**config.mk**
```make
export PLATFORM = sky130hd
export DESIGN_NAME = block_ram_queue
export DESIGN_NICKNAME = d
export VERILOG_FILES = /design/src/rtl/block_ram_queue.sv
export SDC_FILE = /design/constraint.sdc
export NUM_CORES = 1
export LEC_CHECK = 0
export CORE_ASPECT_RATIO = 1.1
export CORE_MARGIN = 2
export CORE_UTILIZATION = 40
export CTS_CLUSTER_DIAMETER = 80
export DETAILED_ROUTE_END_ITERATION = 8
export SLEW_MARGIN = 10
export SYNTH_ARGS = -nofsm -noshare
export SYNTH_HDL_FRONTEND = slang
export SYNTH_SLANG_ARGS = --single-unit
```
**constraint.sdc**
```tcl
create_clock -name clk -period 2.5 [get_ports clk]
set_clock_uncertainty 0.15 [all_clocks]
set_input_delay 0.25 -clock clk [delete_from_list [all_inputs] [get_ports clk]]
set_output_delay 0.25 -clock clk [all_outputs]
set_load 0.005 [all_outputs]
```
**src/rtl/block_ram_queue.sv**
```systemverilog
// block_ram_queue: FIFO over a 1-cycle-latency dual-port RAM, drained through a 2-entry skid
// buffer for a first-word-fall-through pop port. Optional macro: RSD_BLOCK_RAM_QUEUE_ERROR_FLAG_EN.
module block_ram_queue #(
  parameter int INDEX_BIT_SIZE = 2,
  parameter int ENTRY_BIT_SIZE = 4,
  parameter int ENTRY_NUM      = 1 << INDEX_BIT_SIZE
) (
  input  logic                      clk,
  input  logic                      rst,
  input  logic                      enq,
  input  logic [ENTRY_BIT_SIZE-1:0] enqData,
  output logic                      full,
  output logic                      deqValid,
  input  logic                      deqReady,
  output logic [ENTRY_BIT_SIZE-1:0] deqData,
  output logic [INDEX_BIT_SIZE+1:0] count,
  output logic                      error
);

  localparam logic [INDEX_BIT_SIZE-1:0] LP_PTR_ONE  = (INDEX_BIT_SIZE)'(1);
  localparam logic [INDEX_BIT_SIZE:0]   LP_RAM_ONE  = (INDEX_BIT_SIZE+1)'(1);
  localparam logic [INDEX_BIT_SIZE:0]   LP_RAM_FULL = (INDEX_BIT_SIZE+1)'(ENTRY_NUM);
  localparam logic [INDEX_BIT_SIZE+1:0] LP_CNT_ONE  = (INDEX_BIT_SIZE+2)'(1);

  logic [ENTRY_BIT_SIZE-1:0] r_mem [ENTRY_NUM];
  logic [ENTRY_BIT_SIZE-1:0] r_rd_data;
  logic [INDEX_BIT_SIZE-1:0] r_wptr;
  logic [INDEX_BIT_SIZE-1:0] r_rptr;
  logic [INDEX_BIT_SIZE:0]   r_ram_count;
  logic                      r_rd_pending;
  logic [ENTRY_BIT_SIZE-1:0] r_skid0;
  logic [ENTRY_BIT_SIZE-1:0] r_skid1;
  logic [1:0]                r_skid_count;
  logic                      r_full;
  logic                      r_deq_valid;
  logic [INDEX_BIT_SIZE+1:0] r_count;

  logic                      w_push;
  logic                      w_pop;
  logic                      w_issue;
  logic [2:0]                w_occ;
  logic [INDEX_BIT_SIZE:0]   w_ram_count_next;
  logic [INDEX_BIT_SIZE+1:0] w_count_next;
  logic [1:0]                w_skid_after_pop;
  logic [1:0]                w_skid_count_next;
  logic [ENTRY_BIT_SIZE-1:0] w_skid0_next;
  logic [ENTRY_BIT_SIZE-1:0] w_skid1_next;

  // Handshake, read-issue decision and next-state arithmetic.
  always_comb begin
    w_push  = enq && !r_full;
    w_pop   = r_deq_valid && deqReady;
    w_occ   = {1'b0, r_skid_count} + {2'b00, r_rd_pending};
    // Issue only if the returning word will find a free skid slot after this cycle's pop.
    w_issue = (r_ram_count != '0) && (w_occ < (w_pop ? 3'd3 : 3'd2));

    case ({w_push, w_issue})
      2'b10:   w_ram_count_next = r_ram_count + LP_RAM_ONE;
      2'b01:   w_ram_count_next = r_ram_count - LP_RAM_ONE;
      default: w_ram_count_next = r_ram_count;
    endcase

    case ({w_push, w_pop})
      2'b10:   w_count_next = r_count + LP_CNT_ONE;
      2'b01:   w_count_next = r_count - LP_CNT_ONE;
      default: w_count_next = r_count;
    endcase

    w_skid0_next     = r_skid0;
    w_skid1_next     = r_skid1;
    w_skid_after_pop = r_skid_count;
    if (w_pop) begin
      w_skid0_next     = r_skid1;
      w_skid_after_pop = r_skid_count - 2'd1;
    end else begin
      w_skid_after_pop = r_skid_count;
    end

    if (r_rd_pending) begin
      if (w_skid_after_pop == 2'd0) begin
        w_skid0_next = r_rd_data;
      end else begin
        w_skid1_next = r_rd_data;
      end
      w_skid_count_next = w_skid_after_pop + 2'd1;
    end else begin
      w_skid_count_next = w_skid_after_pop;
    end
  end

  // RAM array with registered read port; contents survive reset.
  always_ff @(posedge clk) begin
    if (w_push) begin
      r_mem[r_wptr] <= enqData;
    end
    if (w_issue) begin
      r_rd_data <= r_mem[r_rptr];
    end
  end

  // Queue control state and registered outputs.
  always_ff @(posedge clk) begin
    if (rst) begin
      r_wptr       <= '0;
      r_rptr       <= '0;
      r_ram_count  <= '0;
      r_rd_pending <= 1'b0;
      r_skid0      <= '0;
      r_skid1      <= '0;
      r_skid_count <= 2'd0;
      r_full       <= 1'b0;
      r_deq_valid  <= 1'b0;
      r_count      <= '0;
    end else begin
      if (w_push) begin
        r_wptr <= r_wptr + LP_PTR_ONE;
      end
      if (w_issue) begin
        r_rptr <= r_rptr + LP_PTR_ONE;
      end
      r_ram_count  <= w_ram_count_next;
      r_rd_pending <= w_issue;
      r_skid0      <= w_skid0_next;
      r_skid1      <= w_skid1_next;
      r_skid_count <= w_skid_count_next;
      // full is computed from next-state only, so deqReady never reaches it combinationally.
      r_full       <= (w_ram_count_next == LP_RAM_FULL);
      r_deq_valid  <= (w_skid_count_next != 2'd0);
      r_count      <= w_count_next;
    end
  end

`ifdef RSD_BLOCK_RAM_QUEUE_ERROR_FLAG_EN
  logic r_error;

  // Sticky flag for push-while-full or pop-while-empty.
  always_ff @(posedge clk) begin
    if (rst) begin
      r_error <= 1'b0;
    end else if ((enq && r_full) || (deqReady && !r_deq_valid)) begin
      r_error <= 1'b1;
    end
  end

  assign error = r_error;
`else
  assign error = 1'b0;
`endif

  assign full     = r_full;
  assign deqValid = r_deq_valid;
  assign deqData  = r_skid0;
  assign count    = r_count;

endmodule

```
=== After elaboration in Yosys (flattened, before gate mapping) ===
Memory sizes are Yosys's and may differ from the RTL's. A register that Yosys moved wholly into a read port is not among the register bits.
Cells that the tools add are included.

* Memory bits (writable): 16
* Register bits: 24
* Output and inout bits: 11
* Input bits: 8
* Word-level logic and storage cells: 46
* Memories kept: 1

{| class="wikitable"
|+ Memory list
! memory !! words !! width !! read ports !! clocked after memory_dff !! write ports !! line !! RTL
|-
| r_mem || 4 || 4 || 1 || 1 || 1 || 25 || <nowiki>logic [ENTRY_BIT_SIZE-1:0] r_mem [ENTRY_NUM];</nowiki>
|}

* Bitwise operators: 1
* Equality and inequality tests: 5
* Add/subtract/negate cells: 9
* Reduce and logical (&&, ||, !) cells: 9
* Order comparisons: 1
* Multiplexer cells: 10

{| class="wikitable"
|+ Operators with widths
! operator !! count
|-
| two-way mux 4 bit || 3
|-
| one-hot mux 4 bit (2 select lines) || 1
|-
| adder 2 x 1 -> 2 bit (second input constant) || 3
|-
| one-hot mux 3 bit (2 select lines) || 1
|-
| adder 4 x 1 -> 4 bit (second input constant) || 1
|-
| == test 2 x 1 -> 1 bit (second input constant) || 2
|-
| == test 2 bit (second input constant) || 2
|-
| two-way mux 2 bit || 2
|-
| nonzero test 2 bit || 2
|-
| subtractor 4 x 1 -> 4 bit (second input constant) || 1
|-
| adder 2 x 1 -> 3 bit || 1
|-
| adder 3 x 1 -> 3 bit (second input constant) || 1
|-
| == test 3 bit (second input constant) || 1
|-
| logical AND 1 bit || 3
|-
| less-than comparator 3 x 2 -> 1 bit || 1
|-
| two-way mux 1 bit || 3
|-
| nonzero test 3 bit || 1
|-
| subtractor 3 x 1 -> 3 bit (second input constant) || 1
|-
| zero test 2 bit || 1
|-
| AND reduction 2 bit || 1
|-
| subtractor 2 x 1 -> 2 bit (second input constant) || 1
|-
| zero test 1 bit || 1
|-
| inverter 1 bit || 1
|}

=== Depth between registers and ports, before layout ===
Gate-level depths: netlist of run 1.

* Depth in word-level cells: 7
* Mapped depth: 10
* Mapped depth without buffers: 9

=== Worst setup path after synthesis of run 1 ===
No wires, ideal clock.

* Path type: reg2reg
* From: register r_rd_pending
* To: register r_full (netlist: full)
* Slack: 131 ps
* Data arrival time: 2154 ps
* Cell stages (with the launch flop): 10
* Required time: 2285 ps
* Setup time: 65 ps
* Cell sequence: dfxtp_1 -> ha_1 -> ha_1 -> a211oi_1 -> ha_1 -> fa_1 -> xnor2_1 -> or3_1 -> a21oi_1 -> nor2b_1

* Cells in the longest elaborated chain, start to end: 6

{| class="wikitable"
|+ RTL lines
! item !! line !! RTL
|-
| from (decl) || 30 || <nowiki>logic r_rd_pending;</nowiki>
|-
| from (signal assigned) || 122 || <nowiki>r_rd_pending <= w_issue;</nowiki>
|-
| adder 2 x 1 -> 3 bit (*) || 53 || <nowiki>w_occ = {1'b0, r_skid_count} + {2'b00, r_rd_pending};</nowiki>
|-
| less-than comparator 3 x 2 -> 1 bit (*) || 55 || <nowiki>w_issue = (r_ram_count != '0) && (w_occ < (w_pop ? 3'd3 : 3'd2));</nowiki>
|-
| logical AND 1 bit (*) || 55 ||
|-
| == test 2 x 1 -> 1 bit / == test 2 bit (equally long branches) || 57 || <nowiki>case ({w_push, w_issue})</nowiki>
|-
| one-hot mux 3 bit (2 select lines) (*) || 57 ||
|-
| == test 3 bit (*) || 127 || <nowiki>r_full <= (w_ram_count_next == LP_RAM_FULL);</nowiki>
|-
| to (signal assigned) || 127 ||
|-
| to (decl) || 34 || <nowiki>logic r_full;</nowiki>
|}

Mark *: on every way between the ends. The rest lies on a longest branch, timed or not.
A chain may end at the register's enable or synchronous reset.

=== Worst setup path after layout of run 1 ===
* From: register r_skid_count[0]
* To: register r_full (netlist: full)

* Cells in the longest elaborated chain, start to end: 6

{| class="wikitable"
|+ RTL lines
! item !! line !! RTL
|-
| from (decl) || 33 || <nowiki>logic [1:0] r_skid_count;</nowiki>
|-
| from (signal assigned) || 125 || <nowiki>r_skid_count <= w_skid_count_next;</nowiki>
|-
| adder 2 x 1 -> 3 bit (*) || 53 ||
|-
| less-than comparator 3 x 2 -> 1 bit (*) || 55 ||
|-
| logical AND 1 bit (*) || 55 ||
|-
| == test 2 x 1 -> 1 bit / == test 2 bit (equally long branches) || 57 ||
|-
| one-hot mux 3 bit (2 select lines) (*) || 57 ||
|-
| == test 3 bit (*) || 127 ||
|}

Marked as above.

==> flow_summary_export.csv, run 1 <==
group,metric,value,unit
critical_path,critPathSlowestCell,"sky130_fd_sc_hd__dfxtp_2",
synthesis,ys_ff_latch,44,
route,route.detailed.wl_per_inst,12.66,um
place,numPortBuffers,17,
floorplanning,design.die.area,5333,um^2
synthesis,synth-edff-count,20,
power,netSwitchingPower,816.2,uW
synthesis,post_synth_inst_count,160,
floorplanning,initial_standard_cell_utilization_of_the_core,0.4125,
floorplanning,die_w,69.81,um
clocking,clk_latency,0.29,ns
route,wl,3164,um
clocking,cts_tree,"done",
route,dr.pass1.iters,4,
critical_path,cp_cell_sequence,"ha_2, nand3b_1, a211oi_2, ha_2, fa_2, xnor2_1, or3_1, a21oi_2, nor2b_2",
critical_path,family_with_the_most_delay_on_the_worst_path,"adder cells",
synthesis,asyncSetResetFlopFracSynth,0,
clocking,h-tree-depth,2,
global_routing,globalRouteOverflowTotal,0,
synthesis,most_used_standard_cells_in_the_synthesized_netlist,"26 x sky130_fd_sc_hd__nor2_1, 24 x sky130_fd_sc_hd__dfxtp_1, 20 x sky130_fd_sc_hd__edfxtp_1",
power,switching_share,0.3128,
synthesis,post_synth_top_flop,"sky130_fd_sc_hd__dfxtp_1",
min_path,hp-class,"flip-flop to flip-flop",
floorplanning,dieHeight,76.39,um
route,drcViolationCount,0,
critical_path,timing.critical_path.fanout_max,3,
synthesis,netlist.area_leader.share,0.3152,
clocking,root_buffer,"sky130_fd_sc_hd__clkbuf_8",
global_routing,grt_pass1_vias,1191,
synthesis,yosys-top-cells-area,"sky130_fd_sc_hd__edfxtp_1 32%, sky130_fd_sc_hd__dfxtp_1 25%, sky130_fd_sc_hd__ha_1 7.2%, sky130_fd_sc_hd__nor2_1 5.1%, sky130_fd_sc_hd__mux4_2 4.7%",
place,gpl.final_weighted_congestion,0.6925,
route,detailedRoute.firstIterationViolations,79,
clocking,cts_hold_buf,0,
power,power.internal,1.793,mW
run,timing.max_cap.violations,0,
clocking,cts.sink_count,44,
critical_path,setup.worst_path.class,"flip-flop to flip-flop",
power,p_clk_frac,0.202,
power,total_leakage_power,0.8737,nW
power,power_frac_seq,0.423,
critical_path,timing.critical_path.arrival,2.49,ns
clocking,cts_made_buffers,5,
critical_path,setup.worst_path.start,"r_skid_count[0]$_SDFF_PP0_",
route,vias,1209,
outcome,run_status,"completed",
global_routing,grt_first_pass_wirelength,5388,um
final_layout,layout.core_utilization,0.5138,
critical_path,critical_path.most_common_cell,"sky130_fd_sc_hd__ha_2",
global_routing,antenna_found_initial,0,
clocking,clockBufferDepth,2,
final_layout,layout.filler_cells,406,
floorplanning,design.core.area,4619,um^2
final_layout,finish.cell_count_without_fillers,250,
sta,slew_violations,0,
place,numPlacedInstances,240,
critical_path,worstPathRequired,2.58,ns
synthesis,synth-seq-area-share,0.5673,
sta,period_needed,2.404,ns
route,detail-route-antenna-nets,0,
sta,clock.fmax,416.0,MHz
power,power_per_cell_area,1099,nW/um^2
critical_path,setup.worst_path.start_class,"flip-flop",
sta,fin_crit_sh,0.9615,
global_routing,grt_max_degree,15,
global_routing,total_global_routing_track_utilization,0.1258,
critical_path,critical_path_buf_inv_count,0,
route,routed_via_density,4.836,
final_layout,fraction_of_final_layout_cells_sized_beyond_drive_strength_1,0.1907,
final_layout,syn_to_final_growth,24.56,%
synthesis,ys_warn_count,0,
place,post-dp-hpwl,2366,um
clocking,clkTransAtPathRegs,0.08,ns
floorplanning,top_level_ports,19,
final_layout,antenna-diode-count,0,
synthesis,yosysTopAreaCell,"sky130_fd_sc_hd__edfxtp_1",
synthesis,synth.most_common_cell,"sky130_fd_sc_hd__nor2_1",
min_path,timing.hold.worst.start,"r_skid1[3]$_SDFFE_PP0P_",
floorplanning,rows,26,
power,vdd_ir_drop_max,0.0004229,V
power,share_comb_of_total_power,0.376,
sta,setup-violations-final,0,
critical_path,timing.critical_path.slowest_cell_delay,0.34,ns
synthesis,syn_area_per_cell,11.91,um^2
synthesis,synth_cell_type_count,32,
sta,timing.final.hold_violations,0,
critical_path,regToRegStartpoint,"r_skid_count[0]$_SDFF_PP0_",
synthesis,synth.cell_area,1906,um^2
critical_path,worst_setup_path_end_kind,"flip-flop",
final_layout,fin_nets,214,
synthesis,synth.net_count,181,
==> per-stage QoR <==
| stage | hold slack, ns | setup TNS (ns) | power [mW] | cell area, um^2 | worst slack (ns) |
|---|---|---|---|---|---|
| floorplan | 0.1716 | 0 | 1.693 | 1906 | 0.1312 |
| global placement | 0.3242 | -0.03656 | 2.002 | 2212 | -0.03656 |
| finish | 0.3375 | 0 | 2.609 | 2374 | 0.09615 |
| CTS | 0.3373 | 0 | 2.599 | 2331 | 0.005431 |
| detailed placement | 0.3293 | -0.2094 | 2.048 | 2212 | -0.1441 |
| global route | 0.3582 | -0.01983 | 2.817 | 2374 | -0.01983 |
==> per-layer routing <==
layer	global-route usage	wire length, um
met5	0	0
met4	0.04038	33
met3	0.04101	105
met2	0.2019	1598
met1	0.1612	1428
==> cell families after synthesis <==
group                    Yosys count  synth area share
buffers and inverters             13           0.02823
AO/OA/AOI/OAI                     21           0.07682
AND/OR/NAND/NOR                   50            0.1175
adder cells (fa/ha/maj)           13           0.09324
XOR/XNOR                           9           0.04136
flip-flops                        44            0.5673
other                              1          0.001968
multiplexers                       9           0.07354
==> state kept, by name, indices dropped and copies added (netlist names) <==
| register | count |
|---|---|
| r_wptr | 2 |
| count | 4 |
| r_rd_data | 4 |
| r_rptr | 2 |
| r_skid_count | 2 |
| r_rd_pending | 1 |
| r_ram_count | 3 |
| r_mem | 16 |
| deqValid | 1 |
| r_skid1 | 4 |
| deqData | 4 |
| full | 1 |
==> final cells by class <==
cell class	count	area (um^2)	area share
Inverter	8	30.03	0.01265
Multi-Input combinational cell	103	804.5	0.3390
Tap cell	56	70.07	0.02952
Clock inverter	3	42.54	0.01792
Sequential cell	44	1082	0.4560
Timing Repair Buffer	31	275.3	0.1160
Clock buffer	5	68.82	0.02899
==> power by group through the flow <==
stage | Sequential [mW] | Clock, mW | Combinational [mW]
floorplan | 1.08 | 0 | 0.612
global placement | 1.10 | 0 | 0.897
detailed placement | 1.11 | 0 | 0.935
CTS | 1.10 | 0.550 | 0.948
global route | 1.13 | 0.580 | 1.10
finish | 1.10 | 0.526 | 0.981
==> worst paths after layout <==
kind | to | slack [ns] | cells past startpoint
worst max-delay path | full$_SDFF_PP0_ | 0.1 | 9
worst min register to register | deqData[3]$_SDFF_PP0_ | 0.34 | 2
worst max register to register | full$_SDFF_PP0_ | 0.1 | 9
worst min-delay path | deqData[3]$_SDFF_PP0_ | 0.34 | 2
==> worst register-to-register path: stages (launching register included) <==
cell and delay, ns:
sky130_fd_sc_hd__dfxtp_2 0.34, sky130_fd_sc_hd__ha_2 0.31, sky130_fd_sc_hd__nand3b_1 0.15, sky130_fd_sc_hd__a211oi_2 0.09
sky130_fd_sc_hd__ha_2 0.22, sky130_fd_sc_hd__fa_2 0.33, sky130_fd_sc_hd__xnor2_1 0.14, sky130_fd_sc_hd__or3_1 0.32
sky130_fd_sc_hd__a21oi_2 0.14, sky130_fd_sc_hd__nor2b_2 0.15
==> layout by cell type, fill, tap and decap left out, types with 2 or more instances in the layout <==
cell type and n:
sky130_fd_sc_hd__a211oi_2 2, sky130_fd_sc_hd__clkbuf_8 5, sky130_fd_sc_hd__nor2_1 26, sky130_fd_sc_hd__a311oi_1 4
sky130_fd_sc_hd__xor2_1 4, sky130_fd_sc_hd__ha_2 2, sky130_fd_sc_hd__xnor2_1 5, sky130_fd_sc_hd__clkdlybuf4s50_1 17
sky130_fd_sc_hd__ha_1 8, sky130_fd_sc_hd__and2_1 4, sky130_fd_sc_hd__nand2_1 10, sky130_fd_sc_hd__buf_4 14
sky130_fd_sc_hd__mux4_2 4, sky130_fd_sc_hd__nor2b_2 2, sky130_fd_sc_hd__edfxtp_1 20, sky130_fd_sc_hd__dfxtp_1 23
sky130_fd_sc_hd__mux2i_1 5, sky130_fd_sc_hd__a21oi_1 8, sky130_fd_sc_hd__inv_1 8, sky130_fd_sc_hd__nand3b_1 2
==> what timing repair did <==
action,4_1_cts,5_1_grt
endpoints found under the setup margin,1,2
buffers inserted,0,2
gates resized for setup,3,6
cloned,0,0
pin swaps,0,2
No activity file was read; power rests on OpenSTA's default activity.
==> inputs of run 2 (changes only) <==
--- a/config.mk
+++ b/config.mk
@@ -10,7 +10,6 @@
 export CORE_UTILIZATION = 40
 export CTS_CLUSTER_DIAMETER = 80
 export DETAILED_ROUTE_END_ITERATION = 8
-export SLEW_MARGIN = 10
 export SYNTH_ARGS = -nofsm -noshare
 export SYNTH_HDL_FRONTEND = slang
 export SYNTH_SLANG_ARGS = --single-unit
==> constraint.sdc (replaced) <==
create_clock -name clk -period 2.55 [get_ports clk]
set_clock_uncertainty 0.15 [all_clocks]
set_input_delay 0.255 -clock clk [delete_from_list [all_inputs] [get_ports clk]]
set_output_delay 0.255 -clock clk [all_outputs]
set_load 0.005 [all_outputs]
==> flow_summary_export.csv, run 2 (synthesized netlist as in run 1, its figures left out) <==
group,metric,value,unit
power,power_per_cell_area,1082,nW/um^2
global_routing,grt.met2_usage,0.2133,
critical_path,timing.critical_path.arrival,2.54,ns
sta,setup-violations-final,0,
critical_path,worst_setup_path_end_kind,"flip-flop",
sta,clock.fmax,408.1,MHz
final_layout,commonest_cells_after_routing_fill_and_taps_aside,"26 x sky130_fd_sc_hd__nor2_1, 23 x sky130_fd_sc_hd__dfxtp_1, 20 x sky130_fd_sc_hd__edfxtp_1",
clocking,cts_hold_buf,0,
floorplanning,design.core.area,4619,um^2
final_layout,finish.cell_count_without_fillers,243,
clocking,h-tree-depth,2,
clocking,cts_made_buffers,5,
route,detail-route-antenna-nets,0,
floorplanning,initial_standard_cell_utilization_of_the_core,0.4125,
final_layout,antenna-diode-count,0,
floorplanning,design.die.area,5333,um^2
route,drcViolationCount,0,
critical_path,setup.worst_path.start_class,"flip-flop",
place,numPlacedInstances,235,
clocking,clockBufferDepth,2,
final_layout,fin_nets,207,
critical_path,timing.critical_path.fanout_max,3,
run,timing.max_cap.violations,0,
clocking,root_buffer,"sky130_fd_sc_hd__clkbuf_8",
power,vdd_ir_drop_max,0.0004981,V
clocking,clkTransAtPathRegs,0.09,ns
global_routing,total_global_routing_track_utilization,0.1288,
floorplanning,dieHeight,76.39,um
final_layout,final_design_area_no_fill,2320,um^2
place,post-dp-hpwl,2437,um
critical_path,critPathSlowestCell,"sky130_fd_sc_hd__fa_1",
route,vias,1236,
global_routing,globalRouteOverflowTotal,0,
floorplanning,rows,26,
power,total_power,2.510,mW
global_routing,global_route.usage.met3,0.04101,
clocking,cts.sink_count,44,
power,total_leakage_power,0.8434,nW
global_routing,antenna_found_initial,0,
global_routing,grt_max_degree,16,
route,routed_via_density,5.086,
final_layout,syn_to_final_growth,21.73,%
sta,worst_slew_pin_slew,0.5739,ns
route,wl,3284,um
critical_path,worstPathRequired,2.64,ns
global_routing,grtUsageMet1,0.1601,
final_layout,layout_commonest_cell,"sky130_fd_sc_hd__nor2_1",
clocking,clk_latency,0.29,ns
floorplanning,die_w,69.81,um
min_path,hp-class,"flip-flop to flip-flop",
floorplanning,top_level_ports,19,
place,gpl.final_weighted_congestion,0.7075,
sta,final.setup.tns,0,ns
critical_path,timing.critical_path.slowest_cell_delay,0.37,ns
sta,period_needed,2.450,ns
route,detailedRoute.firstIterationViolations,52,
clocking,postCtsSetupRepairBufs,0,
route,route.detailed.wl_per_inst,13.51,um
critical_path,cp_cell_sequence,"ha_1, ha_4, a211oi_2, ha_2, fa_1, xnor2_1, or3_1, a21oi_2, nor2b_1",
final_layout,fraction_of_final_layout_cells_sized_beyond_drive_strength_1,0.1444,
place,placedInstanceArea,2175,um^2
sta,slew_headroom,0.6167,
sta,fin_crit_sh,0.9609,
sta,slew_violations,0,
outcome,run_status,"completed",
critical_path,setup.worst_path.class,"flip-flop to flip-flop",
sta,timing.final.hold_violations,0,
global_routing,top_usage_layer,"met2",
global_routing,grt_pass1_vias,1188,
route,dr.pass1.iters,4,
critical_path,critical_path_buf_inv_count,0,
final_layout,layout.core_utilization,0.5022,
clocking,cts_tree,"done",
critical_path,family_with_the_most_delay_on_the_worst_path,"adder cells",
global_routing,grt_first_pass_wirelength,5416,um
place,numPortBuffers,17,
final_layout,max_flop_register,"r_mem",
final_layout,number_of_flip_flops_under_the_largest_register_name,16,
## run 2: layout make-up
cell class / count / area (um^2)
multi-input combinational: 103 / 799.5
timing repair buffer: 24 / 222.7
clock inverter: 3 / 46.29
clock buffer: 5 / 68.82
inverter: 8 / 30.03
tap: 56 / 70.07
fill: 452 / 2300
sequential: 44 / 1082
## run 2: path summary, 6_finish.rpt
kind | to | start | cells past startpoint | slack, ns
setup / recovery | full$_SDFF_PP0_ | r_skid_count[0]$_SDFF_PP0_ | 9 | 0.1
hold / removal | deqData[3]$_SDFF_PP0_ | r_skid1[3]$_SDFFE_PP0P_ | 2 | 0.34
hold reg to reg | deqData[3]$_SDFF_PP0_ | r_skid1[3]$_SDFFE_PP0P_ | 2 | 0.34
setup reg to reg | full$_SDFF_PP0_ | r_skid_count[0]$_SDFF_PP0_ | 9 | 0.1
## run 2: metal layers
metal | share of wire | wire length [um]
met4 | 0.0097 | 32
met5 | 0 | 0
met2 | 0.52 | 1700
met3 | 0.034 | 112
met1 | 0.44 | 1438
## run 2: power breakdown
group          internal (mW)  switching [mW]  leakage [nW]
Clock                  0.295           0.244        0.0548
Combinational          0.464           0.415         0.407
Sequential             0.945           0.148         0.382
## run 2: worst min-delay path, stage by stage, from the launching register on
cell                       delay [ns]
sky130_fd_sc_hd__dfxtp_1         0.32
sky130_fd_sc_hd__nand2_1         0.05
sky130_fd_sc_hd__a311oi_1        0.07
## run 2: through the flow
step / setup slack [ns] / hold WS (ns)
after global routing: -0.01210 / 0.3580
after CTS: 0.02091 / 0.3388
after global placement: 0.009075 / 0.3245
after floorplan: 0.1812 / 0.1766
final: 0.09982 / 0.3415
after detailed placement: -0.08719 / 0.3266
## run 2: what timing repair did
| item | in CTS | in global routing |
|---|---|---|
| gates resized for setup | 0 | 6 |
| setup endpoints to repair | 0 | 1 |
| endpoints found under the hold margin | 0 | 0 |
==> inputs of run 3 (changes only) <==
--- a/config.mk
+++ b/config.mk
@@ -10,6 +10,7 @@
 export CORE_UTILIZATION = 40
 export CTS_CLUSTER_DIAMETER = 80
 export DETAILED_ROUTE_END_ITERATION = 8
+export HOLD_SLACK_MARGIN = 0.05
 export SYNTH_ARGS = -nofsm -noshare
 export SYNTH_HDL_FRONTEND = slang
 export SYNTH_SLANG_ARGS = --single-unit
==> results of run 3 <==
Final layout, timing and power as in run 2 (identical DEF).
